**src/rtl/retire_trace_fifo.sv**
```systemverilog
// Retire-port to trace-checker buffer: filters records that do not write the
// register file, queues the rest in a fall-through FIFO, and tracks accepts and drops.
module retire_trace_fifo #(
   parameter int DEPTH     = 8,
   parameter int FILTER_X0 = 1,
   parameter int DROP_W    = 16
) (
   input  logic                     sys_clk,
   input  logic                     sys_reset_n,
   input  logic                     retire_valid,
   input  logic [69:0]              retire_record,
   output logic                     trace_valid,
   input  logic                     trace_ready,
   output logic [69:0]              trace_record,
   output logic [$clog2(DEPTH):0]   fifo_count,
   output logic                     fifo_full,
   output logic                     overflow,
   output logic [DROP_W-1:0]        drop_cnt,
   output logic [31:0]              accept_cnt
);

   localparam int AW = $clog2(DEPTH);
   localparam int CW = AW + 1;

   logic [69:0]       r_mem [DEPTH];
   logic [AW-1:0]     r_wr_ptr;
   logic [AW-1:0]     r_rd_ptr;
   logic [CW-1:0]     r_count;
   logic              r_overflow;
   logic [DROP_W-1:0] r_drop_cnt;
   logic [31:0]       r_accept_cnt;

   logic w_elig;
   logic w_full;
   logic w_pop;
   logic w_push;
   logic w_drop;

   assign w_elig = retire_valid & retire_record[69] &
                   ((FILTER_X0 == 0) | (retire_record[68:64] != 5'd0));
   assign w_full = (r_count == CW'(DEPTH));
   assign w_pop  = (r_count != '0) & trace_ready;
   // a pop in the same cycle frees the slot, so a full FIFO can still accept
   assign w_push = w_elig & (~w_full | w_pop);
   assign w_drop = w_elig & w_full & ~w_pop;

   always_ff @(posedge sys_clk) begin
      if (sys_reset_n && w_push) begin
         r_mem[r_wr_ptr] <= retire_record;
      end
   end

   always_ff @(posedge sys_clk) begin
      if (!sys_reset_n) begin
         r_wr_ptr     <= '0;
         r_rd_ptr     <= '0;
         r_count      <= '0;
         r_overflow   <= 1'b0;
         r_drop_cnt   <= '0;
         r_accept_cnt <= '0;
      end else begin
         if (w_push) begin
            r_wr_ptr     <= r_wr_ptr + AW'(1);
            r_accept_cnt <= r_accept_cnt + 32'd1;
         end
         if (w_pop) begin
            r_rd_ptr <= r_rd_ptr + AW'(1);
         end
         case ({w_push, w_pop})
            2'b10:   r_count <= r_count + CW'(1);
            2'b01:   r_count <= r_count - CW'(1);
            default: r_count <= r_count;
         endcase
         if (w_drop) begin
            r_overflow <= 1'b1;
            if (r_drop_cnt != '1) begin
               r_drop_cnt <= r_drop_cnt + DROP_W'(1);
            end
         end
      end
   end

   assign trace_valid  = (r_count != '0);
   assign trace_record = r_mem[r_rd_ptr];
   assign fifo_count   = r_count;
   assign fifo_full    = w_full;
   assign overflow     = r_overflow;
   assign drop_cnt     = r_drop_cnt;
   assign accept_cnt   = r_accept_cnt;

endmodule

```
**config.mk**
```make
export PLATFORM = sky130hd
export DESIGN_NAME = retire_trace_fifo
export DESIGN_NICKNAME = d
export VERILOG_FILES = /design/src/rtl/retire_trace_fifo.sv
export SDC_FILE = /design/constraint.sdc
export NUM_CORES = 1
export LEC_CHECK = 0
export ABC_CLOCK_PERIOD_IN_PS = 11200
export CORE_MARGIN = 2
export CORE_UTILIZATION = 58
export DETAILED_ROUTE_END_ITERATION = 8
export GPL_TIMING_DRIVEN = 0
export PLACE_DENSITY = 0.77
export SLEW_MARGIN = 5
export SYNTH_ARGS = -nofsm -noshare
export SYNTH_HDL_FRONTEND = slang
export SYNTH_SLANG_ARGS = --single-unit
```
**constraint.sdc**
```tcl
create_clock -name sys_clk -period 11.2 [get_ports sys_clk]
set_clock_uncertainty 0.1 [all_clocks]
set_input_delay 2.24 -clock sys_clk [delete_from_list [all_inputs] [get_ports sys_clk]]
set_output_delay 2.24 -clock sys_clk [all_outputs]
set_load 0.01 [all_outputs]
```
==> qor.yml <==
detailed_routing:
  routed_wl_mm: 52.0
  vias_per_cell: 6.03
  wire_per_inst_um: 24.8
  initialDrtViolationCount: 1106
  vias: 12600
  first_pass_iters: 5
  ant_nets: 0
  route.detailed.drc: 0
floorplanning:
  dieWidth_um: 207
  die_y_um: 207
  boundaryPins: 199
  rows: 74
  die_area_mm2: 0.0430
  start_util_pct: 58.8
  core_mm2: 0.0408
synth:
  synthTopCellsByCount: "edfxtp_1, mux4_2, mux2_2"
  yosysTopAreaCellShare_pct: 70.1
  syn_area_mm2: 0.0240
  syn-num-nets: 1251
  syn_avg_cell_area_um2: 20.5
  ys_ff_latch: 622
  synth.most_common_cell: "edfxtp_1"
  syn_inst: 1170
  async_flop_share_pct: 0
  synth-warning-count: 0
  synth_top_cell_by_area: "edfxtp_1"
  ys_seq_area_share_pct: 75.3
  synth_flop_cell: "edfxtp_1"
  synth_cell_types: 48
  synth_edf_count: 560
  synthTopCellsByArea: "edfxtp_1, mux4_2, dfxtp_1"
clock_network:
  cts_buffers: 60
  cts_num_sinks: 622
  cts-root-buf: "clkbuf_16"
  cts_tree: "built"
  cts_max_level: 2
  path_clk_slew_ps: 60
  hold_buffers: 0
  post-cts-setup-buffers: 0
  cts-resized-gates: 0
  clock_latency_ps: 600
  clockBufferDepth: 3
setup_path:
  r2r_slack_ps: 7900
  critPathMaxFanout: 10
  cp_slowest_cell: "clkbuf_1"
  endpoint: "trace_record[68]"
  setup.worst_path.class: "reg2out"
  path_cells: "clkbuf_1, clkbuf_1, clkbuf_1, mux4_2, mux2_2, clkdlybuf4s50_1"
  crit_path_end_kind: "primary output"
  cp.arrival_ps: 3850
  crit_path_start_kind: "flop"
  slowest_delay_ps: 650
  crit_required_ps: 8860
  r2r_end: "r_mem[5][22]$_DFFE_PP_"
  r2r_start: "fifo_count[0]$_SDFFE_PN0P_"
  reg2reg_depth: 9
  cpMostUsedCell: "clkbuf_1"
timing:
  drv_slew: 0
  post-route-min-period_ps: 6190
  maxSlewHeadroom_pct: 32.5
  setup_tns_ps: 0
  timing_worst_slew_pin_value_ps: 1010
  fmax_mhz: 161
  grt_setup_unrepaired: "no"
  post-route-period-util_pct: 55.3
  hold_violations: 0
  report.final.setup_viol: 0
  whs_ps: 379
cells_and_area:
  finalNonFillerCells: 2094
  syn2layout_area_growth_pct: 22.2
  drive_gt1_share_pct: 26.0
  nets: 1591
  fillCellCount: 2406
grt:
  track_usage_pct: 24.5
  grt_antenna_before_repair: 8
  grt_start_max_net_pins: 24
  grt_pass1_vias: 13100
  overflow: 0
  grt_pass1_wl_mm: 79.0
min_path:
  min_from: "overflow$_SDFFE_PN0P_"
  hold_path.class: "reg2reg"
status:
  outcome: "finished, final reports clean"
place:
  numPlacedInstances: 1980
  gp_congestion: 0.793
  io_buffers: 198
  dpl.hpwl_mm: 34.6
job:
  drv_cap: 0
power:
  ir_drop_mv: 0.0953
  power.total_mw: 5.71
  power.leakage_nw: 9.25
  p_per_area_mw_per_mm2: 195
logic make-up after synthesis:
logic type	after synthesis	share of synthesized area, %
compound gates	76	1.97
xor+xnor	19	0.694
fa+ha+maj	7	0.396
buf+inv	72	1.37
flops	622	75.3
mux	214	16.6
simple gates	160	3.72
flip-flops by register name, indices dropped and copies added, names as in the netlist, named ones only:
register and flops:
r_mem 560, accept_cnt 32, drop_cnt 16, fifo_count 4
r_rd_ptr 3, r_wr_ptr 3, overflow 1
layout by cell type, fill, tap and decap left out, drive strengths merged, types with 2 or more instances in the layout:
cell type and count:
nand4 15, or2 3, and3 2, or4 18, mux4 140, mux2i 3, o31a 4, nor4b 3
and4 2, mux2 71, nor4 12, dfxtp 62, edfxtp 560, clkinv 19, o211ai 2, nand2b 3
nor2 30, nor3 11, o21ai 12, diode 4, xnor2 14, o21a 4, clkbuf 117, a21o 2
or3 12, o31ai 16, buf 109, inv 14, clkdlybuf4s50 198, ha 6, nand2 29, nand3 17
xor2 5, bufinv 3, a21oi 33
area by class of cell:
| class | instances | area (um^2) | share of cell area, % |
|---|---|---|---|
| diodes | 4 | 10.0 | 0.0341 |
| plain buffers | 58 | 275 | 0.939 |
| clock buffers | 88 | 1690 | 5.76 |
| clock inverters | 22 | 178 | 0.606 |
| inverters | 14 | 52.6 | 0.179 |
| multi-input cells | 476 | 5650 | 19.3 |
| flip-flops and latches | 622 | 18100 | 61.6 |
| well taps | 532 | 666 | 2.27 |
| repair buffers | 278 | 2750 | 9.37 |
power by group:
group,internal [mW],leakage (nW),switching (mW),total (mW)
clock,1.11,0.915,0.809,1.91
sequential,2.56,5.54,0.0213,2.58
combinational,0.667,2.79,0.545,1.21
total,4.33,9.25,1.37,5.71
worst min path at each step:
stage | endpoint | slack (ps) | depth (start not counted)
floorplan | flop | 350 | 2
global placement | overflow$_SDFFE_PN0P_ | 350 | 2
detailed placement | overflow$_SDFFE_PN0P_ | 360 | 2
CTS | overflow$_SDFFE_PN0P_ | 390 | 2
global route | r_rd_ptr[1]$_SDFFE_PN0N_ | 410 | 2
finish | overflow$_SDFFE_PN0P_ | 380 | 2
stage by stage:
| step | setup WS, ps | util (%) | instance area, um^2 |
|---|---|---|---|
| finish | 5010 | 71.8 | 29300 |
| global route | 4870 | 71.8 | 29300 |
| CTS | 4920 | 71.8 | 29300 |
| detailed placement | 5200 | 67.2 | 27500 |
| global placement | -6700 | 65.2 | 26600 |
| floorplan | 976 | - | 24000 |
critical path: cells and delay by family (launching register included):
kind,cells,cell delay (ps)
buf+inv,4,2240
flops,1,310
mux,2,700
metal layers:
| layer | wire length (um) | vias to the layer above | track usage (%) |
|---|---|---|---|
| met1 | 21200 | 6560 | 33.2 |
| met5 | 48 | - | 0 |
| met2 | 26100 | 449 | 40.6 |
| li1 | - | 5522 | - |
| met3 | 3470 | 79 | 5.22 |
| met4 | 1170 | 8 | 7.27 |
Power figures use the tool's default switching activity.
